--- config.mk ---
export PLATFORM = sky130hd
export DESIGN_NAME = stage_pipe_sched
export DESIGN_NICKNAME = d
export VERILOG_FILES = /design/src/rtl/stage_pipe_sched.sv
export SDC_FILE = /design/constraint.sdc
export NUM_CORES = 1
export LEC_CHECK = 0
export ABC_AREA = 1
export CAP_MARGIN = 20
export CORE_MARGIN = 2
export CORE_UTILIZATION = 29
export CTS_BUF_LIST = sky130_fd_sc_hd__clkbuf_2 sky130_fd_sc_hd__clkbuf_4 sky130_fd_sc_hd__clkbuf_8
export DETAILED_ROUTE_END_ITERATION = 8
export GPL_TIMING_DRIVEN = 1
export MAX_ROUTING_LAYER = met4
export SKIP_LAST_GASP = 1
export SYNTH_ARGS = -nofsm -noshare
export SYNTH_HDL_FRONTEND = slang
export SYNTH_SLANG_ARGS = --single-unit
--- constraint.sdc ---
create_clock -name clk -period 2.21 [get_ports clk]
set_clock_uncertainty 0.15 [all_clocks]
set_input_delay 0.5525 -clock clk [delete_from_list [all_inputs] [get_ports clk]]
set_output_delay 0.5525 -clock clk [all_outputs]
set_load 0.01 [all_outputs]
--- src/rtl/stage_pipe_sched.sv ---
// Round-robin issue of two requesters into a shared fixed-latency bit datapath;
// results return in issue order, tagged with requester id, through a credit-protected FIFO.
module stage_pipe_sched #(
    parameter int LATENCY = 2,
    parameter int DEPTH   = 4
) (
    input  logic       clk,
    input  logic       rst_n,
    input  logic [1:0] req_valid,
    input  logic [1:0] req_a,
    input  logic [1:0] req_b,
    output logic [1:0] req_ready,
    output logic       pipe_in1,
    output logic       pipe_in2,
    input  logic       pipe_out,
    output logic       rsp_valid,
    output logic       rsp_id,
    output logic       rsp_data,
    input  logic       rsp_ready
);
    localparam int CNT_W = $clog2(DEPTH + 1);
    localparam int PTR_W = (DEPTH > 1) ? $clog2(DEPTH) : 1;
    localparam logic [CNT_W-1:0] DEPTH_C  = CNT_W'(DEPTH);
    localparam logic [PTR_W-1:0] LAST_PTR = PTR_W'(DEPTH - 1);

    function automatic logic [PTR_W-1:0] ptr_inc(input logic [PTR_W-1:0] p);
        return (p == LAST_PTR) ? '0 : p + PTR_W'(1);
    endfunction

    function automatic logic [CNT_W-1:0] cnt_step(input logic [CNT_W-1:0] c,
                                                  input logic up, input logic dn);
        case ({up, dn})
            2'b10:   return c + CNT_W'(1);
            2'b01:   return c - CNT_W'(1);
            default: return c;
        endcase
    endfunction

    logic             prio;
    logic [CNT_W-1:0] out_cnt;
    logic             credit_ok;
    logic             issue_vld_p0;
    logic             grant_id_p0;

    logic             tag_vld_p [LATENCY];
    logic             tag_id_p  [LATENCY];
    logic             wr_vld;
    logic             wr_id;
    logic             wr_data;

    logic             mem_id   [DEPTH];
    logic             mem_data [DEPTH];
    logic [PTR_W-1:0] wr_ptr;
    logic [PTR_W-1:0] rd_ptr;
    logic [PTR_W-1:0] rd_ptr_nx;
    logic [CNT_W-1:0] fifo_cnt;
    logic [CNT_W-1:0] fifo_cnt_nx;
    logic [CNT_W-1:0] fifo_remain;
    logic             head_vld_nx;
    logic             head_id_nx;
    logic             head_data_nx;
    logic             pop;

    // Stage p0: grant and datapath drive
    always_comb begin
        credit_ok   = rst_n && (out_cnt < DEPTH_C);
        req_ready   = 2'b00;
        grant_id_p0 = 1'b0;
        if (credit_ok) begin
            case (req_valid)
                2'b01: begin
                    req_ready   = 2'b01;
                    grant_id_p0 = 1'b0;
                end
                2'b10: begin
                    req_ready   = 2'b10;
                    grant_id_p0 = 1'b1;
                end
                2'b11: begin
                    req_ready   = prio ? 2'b10 : 2'b01;
                    grant_id_p0 = prio;
                end
                default: begin
                    req_ready   = 2'b00;
                    grant_id_p0 = 1'b0;
                end
            endcase
        end
        issue_vld_p0 = |req_ready;
        pipe_in1     = issue_vld_p0 & req_a[grant_id_p0];
        pipe_in2     = issue_vld_p0 & req_b[grant_id_p0];
    end

    // Stage p1..pLATENCY: tag tracking; the last slot lines up with pipe_out
    assign wr_vld  = tag_vld_p[LATENCY-1];
    assign wr_id   = tag_id_p[LATENCY-1];
    assign wr_data = pipe_out;
    assign pop     = rsp_valid & rsp_ready;

    // Response head is registered, so an entry written into an empty FIFO bypasses to the head
    always_comb begin
        fifo_cnt_nx  = cnt_step(fifo_cnt, wr_vld, pop);
        fifo_remain  = fifo_cnt - CNT_W'(pop);
        rd_ptr_nx    = pop ? ptr_inc(rd_ptr) : rd_ptr;
        head_vld_nx  = (fifo_cnt_nx != '0);
        head_id_nx   = 1'b0;
        head_data_nx = 1'b0;
        if (head_vld_nx) begin
            if (fifo_remain == '0) begin
                head_id_nx   = wr_id;
                head_data_nx = wr_data;
            end else begin
                head_id_nx   = mem_id[rd_ptr_nx];
                head_data_nx = mem_data[rd_ptr_nx];
            end
        end
    end

    always_ff @(posedge clk or negedge rst_n) begin
        if (!rst_n) begin
            prio      <= 1'b0;
            out_cnt   <= '0;
            fifo_cnt  <= '0;
            wr_ptr    <= '0;
            rd_ptr    <= '0;
            rsp_valid <= 1'b0;
            rsp_id    <= 1'b0;
            rsp_data  <= 1'b0;
            for (int i = 0; i < LATENCY; i++) tag_vld_p[i] <= 1'b0;
        end else begin
            if (issue_vld_p0) prio <= ~grant_id_p0;
            out_cnt   <= cnt_step(out_cnt, issue_vld_p0, pop);
            fifo_cnt  <= fifo_cnt_nx;
            if (wr_vld) wr_ptr <= ptr_inc(wr_ptr);
            rd_ptr    <= rd_ptr_nx;
            rsp_valid <= head_vld_nx;
            rsp_id    <= head_id_nx;
            rsp_data  <= head_data_nx;
            tag_vld_p[0] <= issue_vld_p0;
            for (int i = 1; i < LATENCY; i++) tag_vld_p[i] <= tag_vld_p[i-1];
        end
    end

    always_ff @(posedge clk) begin
        tag_id_p[0] <= grant_id_p0;
        for (int i = 1; i < LATENCY; i++) tag_id_p[i] <= tag_id_p[i-1];
        if (wr_vld) begin
            mem_id[wr_ptr]   <= wr_id;
            mem_data[wr_ptr] <= wr_data;
        end
    end

    a_fifo_no_overflow: assert property (@(posedge clk) disable iff (!rst_n)
        wr_vld |-> (fifo_cnt < DEPTH_C));
    a_credit_bound: assert property (@(posedge clk) disable iff (!rst_n)
        out_cnt <= DEPTH_C);

endmodule

# Yosys cells after proc, flatten, opt, wreduce, memory -nomap -nowiden
# Memory sizes are Yosys's and may differ from the RTL's.
# Cells that the tools add are included.
[classes]
n_reduce_logical = 5
mux = 20
n_eq_ne = 9
bitwise = 4
order_cmp = 2
add_sub_neg = 7
[ops]
columns = ["op", "n"]
rows = [
  ["2-bit equality test (second input constant)", 6],
  ["3-bit case mux with 2 select lines", 2],
  ["1-bit 2-to-1 mux", 11],
  ["2-bit 2-to-1 mux", 5],
  ["3-bit by 1-bit adder with 3-bit output (second input constant)", 2],
  ["2-bit by 1-bit equality test with 1-bit output (second input constant)", 3],
  ["2-bit case mux with 3 select lines", 1],
  ["3-bit by 1-bit subtractor with 3-bit output (second input constant)", 2],
  ["2-bit by 1-bit adder with 2-bit output (second input constant)", 2],
  ["1-bit bitwise AND", 3],
  ["3-bit logical NOT", 1],
  ["3-bit < comparator (second input constant)", 1],
  ["3-bit nonzero test", 1],
  ["3-bit by 1-bit subtractor with 3-bit output", 1],
  ["1-bit by 2-bit < comparator with 1-bit output (second input constant)", 1],
  ["1-bit case mux with 2 select lines", 1],
  ["2-bit nonzero test", 1],
  ["2-bit OR reduction", 1],
  ["1-bit logical AND", 1],
  ["1-bit NOT", 1],
]
[word_totals]
output_inout_bits = 7
reg_bits = 16
input_bits = 10
mem_count = 3
ram_bits = 10
word_cells = 60
[mem_list]
columns = ["name", "depth", "width", "read_ports", "rd_ports_with_merged_regs", "write_ports", "line_no", "text"]
rows = [
  ["mem_data", 4, 1, 1, 0, 1, "52", "logic mem_data [DEPTH];"],
  ["mem_id", 4, 1, 1, 0, 1, "51", "logic mem_id [DEPTH];"],
  ["tag_id_p", 2, 1, 2, 0, 2, "46", "logic tag_id_p [LATENCY];"],
]

# Depth between registers and ports, before layout
# Gate-level depths: netlist of the first run.
[logic_depth]
ltp_word = 6
mapped_depth = 12
depth_no_buf = 12

# Worst setup path before layout of the first run
# OpenSTA, ideal clock, no wires.
[synth_path]
kind = "input port to flip-flop"
startpoint = "input port rsp_ready"
endpoint = "register rsp_data"
path_buffers = 0
required_time_ns = 1.983
slack_ns = 0.189
path_stages = 10
setup_ns = 0.077
arrival_ns = 1.794
path_cell_list = "nand2_4 -> clkinv_4 -> ha_1 -> inv_1 -> fa_1 -> o21ai_1 -> nor2_1 -> nand3_2 -> nand2_1 -> a21oi_1"
[synth_between]
elab_chain_cells = 5
word_cells_on_any_way = 11
classes_between = "add/sub (1); eq/ne (2); mux (4); bitwise (1); reduce/logical (2); memory (1)"
[synth_lines]
columns = ["element", "line_no", "text"]
rows = [
  ["start: declaration", "19", "input logic rsp_ready"],
  ["1-bit bitwise AND (*)", "98", "assign pop = rsp_valid & rsp_ready;"],
  ["2-bit by 1-bit equality test with 1-bit output / 2-bit equality test (equally long branches)", "32", "case ({up, dn})"],
  ["3-bit case mux with 2 select lines (*)", "32", ""],
  ["via fifo_cnt_nx[1]", "57", "logic [CNT_W-1:0] fifo_cnt_nx;"],
  ["3-bit nonzero test (*)", "105", "head_vld_nx = (fifo_cnt_nx != '0);"],
  ["via head_vld_nx", "59", "logic head_vld_nx;"],
  ["1-bit 2-to-1 mux (*)", "108", "if (head_vld_nx) begin"],
  ["via head_data_nx", "61", "logic head_data_nx;"],
  ["end signal: assignment", "138", "rsp_data <= head_data_nx;"],
  ["end: declaration", "18", "output logic rsp_data,"],
]
# Mark *: on every way through the listed nets, which the timed path passes. The rest lies on a longest branch.
# A chain may end at the register's enable or synchronous reset.

# Worst setup path in the final report of the first run
[layout_path]
startpoint = "input port rst_n"
endpoint = "register out_cnt[2]"
[layout_between]
elab_chain_cells = 5
word_cells_on_any_way = 7
classes_between = "eq/ne (2); mux (2); reduce/logical (3)"
[layout_lines]
columns = ["element", "line_no", "text"]
rows = [
  ["start: declaration", "8", "input logic rst_n,"],
  ["1-bit logical AND (*)", "66", "credit_ok = rst_n && (out_cnt < DEPTH_C);"],
  ["2-bit 2-to-1 mux (*)", "69", "if (credit_ok) begin"],
  ["2-bit OR reduction (*)", "89", "issue_vld_p0 = |req_ready;"],
  ["2-bit by 1-bit equality test with 1-bit output / 2-bit equality test (equally long branches)", "32", ""],
  ["3-bit case mux with 2 select lines / 2-bit nonzero test (equally long branches)", "--", ""],
  ["end signal: assignment", "132", "out_cnt <= cnt_step(out_cnt, issue_vld_p0, pop);"],
  ["end: declaration", "40", "logic [CNT_W-1:0] out_cnt;"],
]
# Mark *: on every way between the ends. The rest lies on a longest branch, timed or not.

==> results of run 1 <==
-- cells in the mapped netlist --
cell type | count | area [sq um]
o21ai_0 | 6 | 30.03
nor2_2 | 1 | 6.260
nand3_2 | 2 | 20.02
o211ai_2 | 1 | 12.51
dfrtp_1 | 16 | 400.4
a21o_1 | 1 | 7.510
dfxtp_1 | 2 | 40.04
nor2_1 | 7 | 26.28
nand2_1 | 24 | 90.09
nand3_1 | 11 | 55.05
o21ai_4 | 1 | 16.27
inv_2 | 5 | 18.77
nand2_2 | 1 | 6.260
or2_1 | 3 | 18.77
xnor2_1 | 2 | 17.52
o21ai_1 | 2 | 10.01
edfxtp_1 | 8 | 240.2
clkbuf_1 | 1 | 3.750
a211oi_1 | 1 | 7.510
inv_1 | 22 | 82.58
a21oi_1 | 3 | 15.01
ha_1 | 8 | 100.1
nand4_1 | 1 | 6.260
fa_1 | 2 | 40.04
xor2_1 | 1 | 8.760
nand2_4 | 3 | 33.78
clkinv_4 | 1 | 8.760
-- repair_timing --
item,4_1_cts,5_1_grt
buffers inserted,9,0
pin swaps,2,0
setup endpoints to repair,7,2
resized for setup,19,2
-- cell families (layout without fill, tap and decap cells) --
| logic type | count (synthesis) | in the layout | share of synthesized area |
|---|---|---|---|
| AOI/OAI and AO/OA | 15 | 15 | 0.07474 |
| xor gates and xnor gates | 3 | 3 | 0.01987 |
| adders and majority gates | 10 | 10 | 0.1060 |
| buffers and inverters | 29 | 70 | 0.08609 |
| DFF | 26 | 26 | 0.5147 |
| and+or+nand+nor | 53 | 53 | 0.1987 |
-- worst max-delay path by stage --
stage                         to  slack [ns]
finish                out_cnt[2]        0.05
global route          out_cnt[2]      -0.007
CTS                 req_ready[1]        0.08
detailed placement      pipe_in2       -0.57
global placement        pipe_in2       -0.54
floorplan               rsp_data        0.19
-- metrics by stage --
stage          cell area (sq um)  power (mW)
2_1_floorplan               1323       1.430
3_3_place_gp                1642       1.744
3_5_place_dp                1642       1.766
4_1_cts                     1760       2.111
5_1_grt                     1764       2.319
6_report                    1764       2.093
-- sequential cells by signal (all words and copies together), names as in the netlist, 2 cells and up --
name and count:
mem_data 4, tag_id_p 2, wr_ptr 2, rd_ptr 2
out_cnt 3, mem_id 4, fifo_cnt 3
-- cell type report --
| type | count | area share |
|---|---|---|
| inverter | 28 | 0.06241 |
| multi-input combinational | 81 | 0.3128 |
| clock buffer | 4 | 0.02766 |
| tap | 52 | 0.03688 |
| sequential | 26 | 0.3858 |
| timing repair buffer | 38 | 0.1745 |
-- power breakdown --
part           total, mW  leakage [nW]  switching (mW)  internal, mW
clock              0.277        0.0262           0.136         0.141
sequential         0.771         0.282           0.110         0.661
combinational       1.05         0.586           0.534         0.512
-- metal layers --
layer	vias up	GRT usage	part of all wire
met5	-	-	0
met4	0	0.04403	0.016
met3	4	0.02110	0.046
met2	22	0.1698	0.48
met1	421	0.1252	0.45
li1	511	-	-
-- worst max-delay path: cells and delay by family --
kind / cells / cell delay, ns
buf+inv: 4 / 0.50
simple gates: 1 / 0.09
xor+xnor: 1 / 0.15
compound gates: 3 / 0.33
fa+ha+maj: 2 / 0.53
==> impl_metrics.env, run 1 <==
export IMPL_status="completed"
export IMPL_port_buffer_count=16
export IMPL_wirelength_mm=2.195
export IMPL_slew_headroom=0.8344
export IMPL_syn_num_nets=156
export IMPL_hold_slack_ns=0.1784
export IMPL_multi_input_area_sq_um=551.8
export IMPL_p_leak_nw=0.8938
export IMPL_cts_buffers=3
export IMPL_fin_cells=229
export IMPL_ctsRootBufferMaster="clkbuf_8"
export IMPL_ctsHoldBuffers=0
export IMPL_hold_start="tag_id_p[0][0]"
export IMPL_die_area_sq_mm=0.005117
export IMPL_drive_above_1_share=0.2712
export IMPL_grtUsageTotal=0.1040
export IMPL_placed_cells=216
export IMPL_drc_errors=0
export IMPL_fill_cells=445
export IMPL_critical_path_peak_fanout=2
export IMPL_holdPathStages=0
export IMPL_ys_seq_elements=26
export IMPL_rrSetupSlack_ns=0.22
export IMPL_cts_buffer_depth=2
export IMPL_synth_seq_area_share=0.5147
export IMPL_yosysWarnings=0
export IMPL_fp_dieW_microns=71.53
export IMPL_rr_worst_depth=11
export IMPL_maxCapViolCount=0
export IMPL_htree_levels=1
export IMPL_worstReg2RegStart="out_cnt[2]"
export IMPL_worstHoldEndpoint="tag_id_p[0][1]"
export IMPL_nets=198
export IMPL_ant_nets=0
export IMPL_startpoint_type="input port"
export IMPL_fin_util=0.4024
export IMPL_critPathKind="in -> reg"
export IMPL_antenna_found_initial=0
export IMPL_design_core_area_sq_mm=0.004384
export IMPL_seqCellArea_sq_um=680.7
export IMPL_initial_utilization=0.3017
export IMPL_post_route_min_period_ns=2.156
export IMPL_post_place_ws_ns=-0.5683
export IMPL_timing_critical_path_cells="dlygate4sd2_1 > nand2_2 > inv_2 > o21ai_2 > buf_4 > ha_1 > inv_1 > fa_1 > a21oi_2 > o21ai_0 > xor2_1"
export IMPL_endpoint_kind="register"
export IMPL_ir_drop_mv=0.3192
export IMPL_hpwl_mm=1.618
export IMPL_vias_per_cell=4.183
export IMPL_chipHeight_microns=71.53
export IMPL_tightest_slew_ns=0.2484
export IMPL_synthCells=136
export IMPL_cts_tree="yes"
export IMPL_insertion_delay_ns=0.26
export IMPL_p_per_area_mw_per_mm2=1187
export IMPL_wl_per_cell_microns=9.585
export IMPL_clk_pin_slew_ns=0.08
export IMPL_fin_crit_sh=0.9754
export IMPL_initialDrtViolationCount=22
export IMPL_grt_first_pass_wirelength_mm=4.050
export IMPL_rows=24
export IMPL_startpoint="rst_n"
export IMPL_finalWorstSetupSlack_ns=0.05437
export IMPL_firstDrtPassIters=4
export IMPL_finalSetupViolCount=0
export IMPL_grt_max_degree=17
export IMPL_maxSlewViolCount=0
export IMPL_overflow=0
export IMPL_mappedNetlistArea_sq_mm=0.001323
export IMPL_final_cell_mix="23 x nand2_1, 22 x buf_4, 21 x inv_1"
export IMPL_finalHoldViolCount=0
export IMPL_fmax_mhz=463.9
export IMPL_cts_sinks=26
export IMPL_slowest_stage="fa_1"
export IMPL_cpPeakStageDelay_ns=0.40
export IMPL_hp_class="reg -> reg"
export IMPL_io_pins=17
export IMPL_place_congestion=0.7652
export IMPL_critPathRequiredTime_ns=2.21
export IMPL_ys_types=27
export IMPL_grt_pass1_vias=953
export IMPL_diodes=0
export IMPL_syn_to_final_growth_pct=33.40
export IMPL_final_common_cell="nand2_1"
export IMPL_worstReg2RegEnd="out_cnt[2]"
export IMPL_tns_ns=0
export IMPL_syn_avg_cell_area_sq_um=9.724
export IMPL_cp_data_arrival_time_ns=2.15
export IMPL_vias=958
Note: power is estimated with default switching activity, not from simulation.
==> inputs of run 2 (changes only) <==
Settings changed: CORE_MARGIN 2 to unset.
Clock period 2.21 ns to 1.9 ns, I/O delays scaled along.
==> impl_metrics.env, run 2 (synthesis results as in run 1) <==
export IMPL_combPwrFrac=0.524
export IMPL_finalSetupViolCount=4
export IMPL_firstDrtPassIters=4
export IMPL_cpPeakStageDelay_ns=0.22
export IMPL_slew_headroom=0.8439
export IMPL_fp_dieW_microns=69.53
export IMPL_cts_buffer_depth=2
export IMPL_power_switching_mw=1.044
export IMPL_wirelength_mm=2.653
export IMPL_drc_errors=0
export IMPL_startpoint_type="input port"
export IMPL_post_dp_cell_area_sq_mm=0.001669
export IMPL_ctsRootBufferMaster="clkbuf_8"
export IMPL_hp_class="in -> async"
export IMPL_cts_tree="yes"
export IMPL_timing_critical_path_cells="clkdlybuf4s15_2 > inv_2 > o211ai_4 > inv_2 > nor2_1 > nor2_1 > buf_2"
export IMPL_cellInternalPower_mw=1.779
export IMPL_overflow=0
export IMPL_switching_share=0.3700
export IMPL_p_seq_frac=0.318
export IMPL_rsz0062_at_grt="yes"
export IMPL_chipHeight_microns=69.53
export IMPL_maxCapViolCount=0
export IMPL_cp_data_arrival_time_ns=1.30
export IMPL_reg_top3="mem_data: 4 flops, mem_id: 4 flops"
export IMPL_htree_levels=1
export IMPL_diodes=0
export IMPL_post_route_min_period_ns=1.925
export IMPL_stdcell_area_sq_mm=0.001864
export IMPL_ant_nets=0
export IMPL_crit_family="buffers and inverters"
export IMPL_insertion_delay_ns=0.27
export IMPL_final_common_cell="nand2_1"
export IMPL_grtUsageTotal=0.1200
export IMPL_ir_drop_mv=0.4620
export IMPL_hpwl_mm=1.983
export IMPL_antenna_found_initial=0
export IMPL_fin_crit_sh=1.013
export IMPL_initialDrtViolationCount=26
export IMPL_wl_per_cell_microns=11.53
export IMPL_cp_buffers_inverters=4
export IMPL_finalHoldViolCount=0
export IMPL_vias=1005
export IMPL_initial_utilization=0.3037
export IMPL_maxSlewViolCount=0
export IMPL_p_leak_nw=0.9088
export IMPL_finalWorstSetupSlack_ns=-0.02497
export IMPL_clk_pin_slew_ns=0.09
export IMPL_slowest_stage="o211ai_4"
export IMPL_grt_first_pass_wirelength_mm=4.498
export IMPL_rows=24
export IMPL_final_cell_mix="23 x nand2_1, 22 x buf_4, 19 x inv_1"
export IMPL_grt_max_degree=17
export IMPL_cts_sinks=26
export IMPL_power_frac_clock=0.158
export IMPL_die_area_sq_mm=0.004834
export IMPL_tightest_slew_ns=0.2325
export IMPL_critical_path_peak_fanout=4
export IMPL_port_buffer_count=16
export IMPL_fmax_mhz=519.5
export IMPL_status="complete, but fails checks"
export IMPL_nets=199
export IMPL_cts_buffers=3
export IMPL_drive_above_1_share=0.3708
export IMPL_post_place_ws_ns=-0.7760
export IMPL_design_core_area_sq_mm=0.004354
export IMPL_critPathKind="in -> out"
export IMPL_place_congestion=0.7513
export IMPL_violations="setup timing"
export IMPL_vias_per_cell=4.370
export IMPL_grt_pass1_vias=1075
export IMPL_critPathRequiredTime_ns=1.27
export IMPL_io_pins=17
export IMPL_endpoint_kind="primary output"
export IMPL_p_per_area_mw_per_mm2=1514
export IMPL_syn_to_final_growth_pct=40.97
-- run 2: worst paths after layout --
kind,from,endpoint,slack [ns],depth (start not counted)
setup / recovery,req_valid[0],pipe_in1,-0.02,7
hold / removal,rst_n,rd_ptr[0],0.08,2
setup reg to reg,rsp_valid,rsp_data,-0.02,10
hold reg to reg,tag_id_p[0][0],tag_id_p[0][1],0.18,0
max in group asynchronous,rst_n,prio,1.31,2
min in group clk,tag_id_p[0][0],tag_id_p[0][1],0.18,0
-- run 2: final cells by class --
class | instances | area (sq um)
well taps | 52 | 65.06
repair buffers | 39 | 311.5
inverters | 28 | 120.1
clock buffers | 3 | 41.29
clock inverters | 1 | 30.03
fillers | 404 | 2490
multi-input cells | 81 | 613.1
flip-flops and latches | 26 | 683.2
-- run 2: power by group through the flow --
stage / registers (mW) / logic [mW] / clock network (mW)
2_1_floorplan: 0.888 / 0.796 / 0
3_3_place_gp: 0.890 / 1.15 / 0
3_5_place_dp: 0.902 / 1.22 / 0
4_1_cts: 0.897 / 1.35 / 0.461
5_1_grt: 0.919 / 1.64 / 0.492
6_report: 0.897 / 1.48 / 0.447
-- run 2: metrics by stage --
| stage | power (mW) | util | hold WS [ns] | setup TNS [ns] | std cells |
|---|---|---|---|---|---|
| final | 2.823 | 0.4282 | 0.07565 | -0.07954 | 230 |
| after global placement | 2.041 | 0.3833 | 0.1692 | -7.095 | 217 |
| after CTS | 2.711 | 0.4158 | 0.05895 | -0.05030 | 226 |
| after detailed placement | 2.121 | 0.3833 | 0.1685 | -7.552 | 217 |
| after floorplan | 1.684 | - | 0.02941 | 0 | 136 |
| after global routing | 3.056 | 0.4282 | 0.08157 | -0.4249 | 230 |
-- run 2: per-layer routing --
metal	global-route usage	routed length, microns	up-vias
li1	-	-	509
met1	0.1235	1044	475
met2	0.2309	1520	21
met3	0.03779	89	0
met4	0.006803	0	0
met5	-	0	-
-- run 2: repair_timing --
action                     4_1_cts  5_1_grt
setup buffers                    5        4
cloned                           0        0
hold buffers                     0        0
setup endpoints to repair       12        9
gates resized for setup         37       15
pin swaps                        8        5
==> inputs of run 3 (changes only) <==
Settings changed: CORE_MARGIN set to 2, CTS_BUF_LIST sky130_fd_sc_hd__clkbuf_2 sky130_fd_sc_hd__clkbuf_4 sky130_fd_sc_hd__clkbuf_8 to unset, SKIP_LAST_GASP 1 to unset.
==> impl_metrics.env, run 3 (synthesis results as in run 1) <==
export IMPL_status="complete, but fails checks"
export IMPL_violations="setup timing"
export IMPL_finalSetupViolCount=5
export IMPL_endpoint_kind="register"
export IMPL_grt_pass1_vias=1013
export IMPL_rows=24
export IMPL_reg_top3="mem_data: 4 flops, mem_id: 4 flops"
export IMPL_placed_cells=216
export IMPL_slew_headroom=0.8594
export IMPL_htree_levels=1
export IMPL_fill_cells=421
export IMPL_initialDrtViolationCount=29
export IMPL_p_seq_frac=0.337
export IMPL_antenna_found_initial=0
export IMPL_cts_buffers=3
export IMPL_firstDrtPassIters=4
export IMPL_hpwl_mm=1.839
export IMPL_grtUsageTotal=0.1081
export IMPL_combPwrFrac=0.547
export IMPL_wirelength_mm=2.450
export IMPL_cp_data_arrival_time_ns=2.01
export IMPL_io_pins=17
export IMPL_switching_share=0.3807
export IMPL_port_buffer_count=16
export IMPL_cts_sinks=26
export IMPL_worstReg2RegStart="rsp_valid"
export IMPL_fmax_mhz=507.8
export IMPL_post_route_min_period_ns=1.969
export IMPL_place_congestion=0.7738
export IMPL_final_cell_mix="24 x buf_4, 22 x nand2_1, 19 x inv_1"
export IMPL_critPathRequiredTime_ns=1.94
export IMPL_hp_class="in -> async"
export IMPL_maxCapViolCount=0
export IMPL_wl_per_cell_microns=10.56
export IMPL_ant_nets=0
export IMPL_grt_max_degree=17
export IMPL_power_switching_mw=1.011
export IMPL_ir_drop_mv=0.4112
export IMPL_drive_above_1_share=0.3833
export IMPL_timing_critical_path_cells="nand2_8 > clkinv_8 > ha_4 > inv_2 > fa_2 > o21ai_2 > nor2_1 > nand3_2 > nand2_1 > a21oi_1"
export IMPL_post_place_ws_ns=-0.7732
export IMPL_chipHeight_microns=71.53
export IMPL_clk_pin_slew_ns=0.09
export IMPL_vias=989
export IMPL_syn_to_final_growth_pct=39.55
export IMPL_p_per_area_mw_per_mm2=1439
export IMPL_diodes=0
export IMPL_finalWorstSetupSlack_ns=-0.06918
export IMPL_fin_cells=232
export IMPL_cellInternalPower_mw=1.645
export IMPL_ctsRootBufferMaster="clkbuf_8"
export IMPL_drc_errors=0
export IMPL_initial_utilization=0.3017
export IMPL_startpoint="rsp_valid"
export IMPL_p_leak_nw=0.9013
export IMPL_fin_crit_sh=1.036
export IMPL_cts_buffer_depth=2
export IMPL_final_common_cell="buf_4"
export IMPL_die_area_sq_mm=0.005117
export IMPL_insertion_delay_ns=0.26
export IMPL_rsz0062_at_grt="yes"
export IMPL_startpoint_type="register"
export IMPL_critPathKind="reg -> reg"
export IMPL_nets=201
export IMPL_overflow=0
export IMPL_cts_tree="yes"
export IMPL_power_frac_clock=0.117
export IMPL_fp_dieW_microns=71.53
export IMPL_finalHoldViolCount=0
export IMPL_finalPower_mw=2.655
export IMPL_vias_per_cell=4.263
export IMPL_design_core_area_sq_mm=0.004384
export IMPL_grt_first_pass_wirelength_mm=4.160
export IMPL_tightest_slew_ns=0.2099
export IMPL_ctsHoldBuffers=0
export IMPL_maxSlewViolCount=0
export IMPL_critical_path_peak_fanout=3
export IMPL_cpPeakStageDelay_ns=0.45
export IMPL_slowest_stage="dfrtp_2"
run 3: cell types whose count changed in the layout (fill, tap and decap cells not counted), moves of 2 or more:
cell and change:
buf_2 +2, o21ai_2 +2, nand2_2 +2, clkbuf_2 -2, buf_4 +2
run 3: timing repair:
item	CTS	global route
setup endpoints to repair	11	11
pin swaps	8	13
setup buffers	5	7
resized for setup	43	10
run 3: power groups by stage:
stage               combinational [mW]  sequential [mW]  clock, mW
floorplan                        0.796            0.888          0
global placement                  1.11            0.891          0
detailed placement                1.17            0.898          0
CTS                               1.26            0.893      0.324
global route                      1.65            0.921      0.353
finish                            1.45            0.894      0.310
run 3: per-stage QoR:
stage / area [sq um] / utilization / hold slack (ns) / setup TNS [ns]
final: 1846 / 0.4209 / 0.1073 / -0.2538
after global routing: 1846 / 0.4209 / 0.1122 / -0.7475
after CTS: 1753 / 0.3998 / 0.1102 / -0.1403
after detailed placement: 1662 / 0.3790 / 0.1643 / -6.990
after global placement: 1662 / 0.3790 / 0.1619 / -6.501
after floorplan: 1343 / - / 0.02941 / 0
run 3: final timing paths:
check                                 endpoint  slack, ns  cells past startpoint
worst max-delay path                  rsp_data      -0.07                     10
worst min-delay path                out_cnt[2]       0.11                      2
worst max register to register        rsp_data      -0.07                     10
worst min register to register  tag_id_p[0][1]       0.19                      0
max in group asynchronous            rsp_valid       1.29                      2
min in group clk                tag_id_p[0][1]       0.19                      0
run 3: critical path, delay by kind of cell, from the launching register on:
family | cells | cell delay (ns)
AO/OA/AOI/OAI | 2 | 0.26
flip-flops | 1 | 0.45
AND/OR/NAND/NOR | 4 | 0.32
adder cells (fa/ha/maj) | 2 | 0.60
buffers and inverters | 2 | 0.11
run 3: layout make-up:
cell class / instances / area [sq um] / area share
inverter: 28 / 117.6 / 0.06373
multi-input combinational: 81 / 608.1 / 0.3295
tap: 52 / 65.06 / 0.03525
sequential: 26 / 683.2 / 0.3702
timing repair buffer: 41 / 326.6 / 0.1769
clock buffer: 4 / 45.04 / 0.02441
run 3: per-layer routing:
layer,GRT usage,up-vias,wire length [microns]
met3,0.02250,4,93
met5,-,-,0
met4,0.05031,0,38
met1,0.1157,450,964
li1,-,518,-
met2,0.1903,17,1353
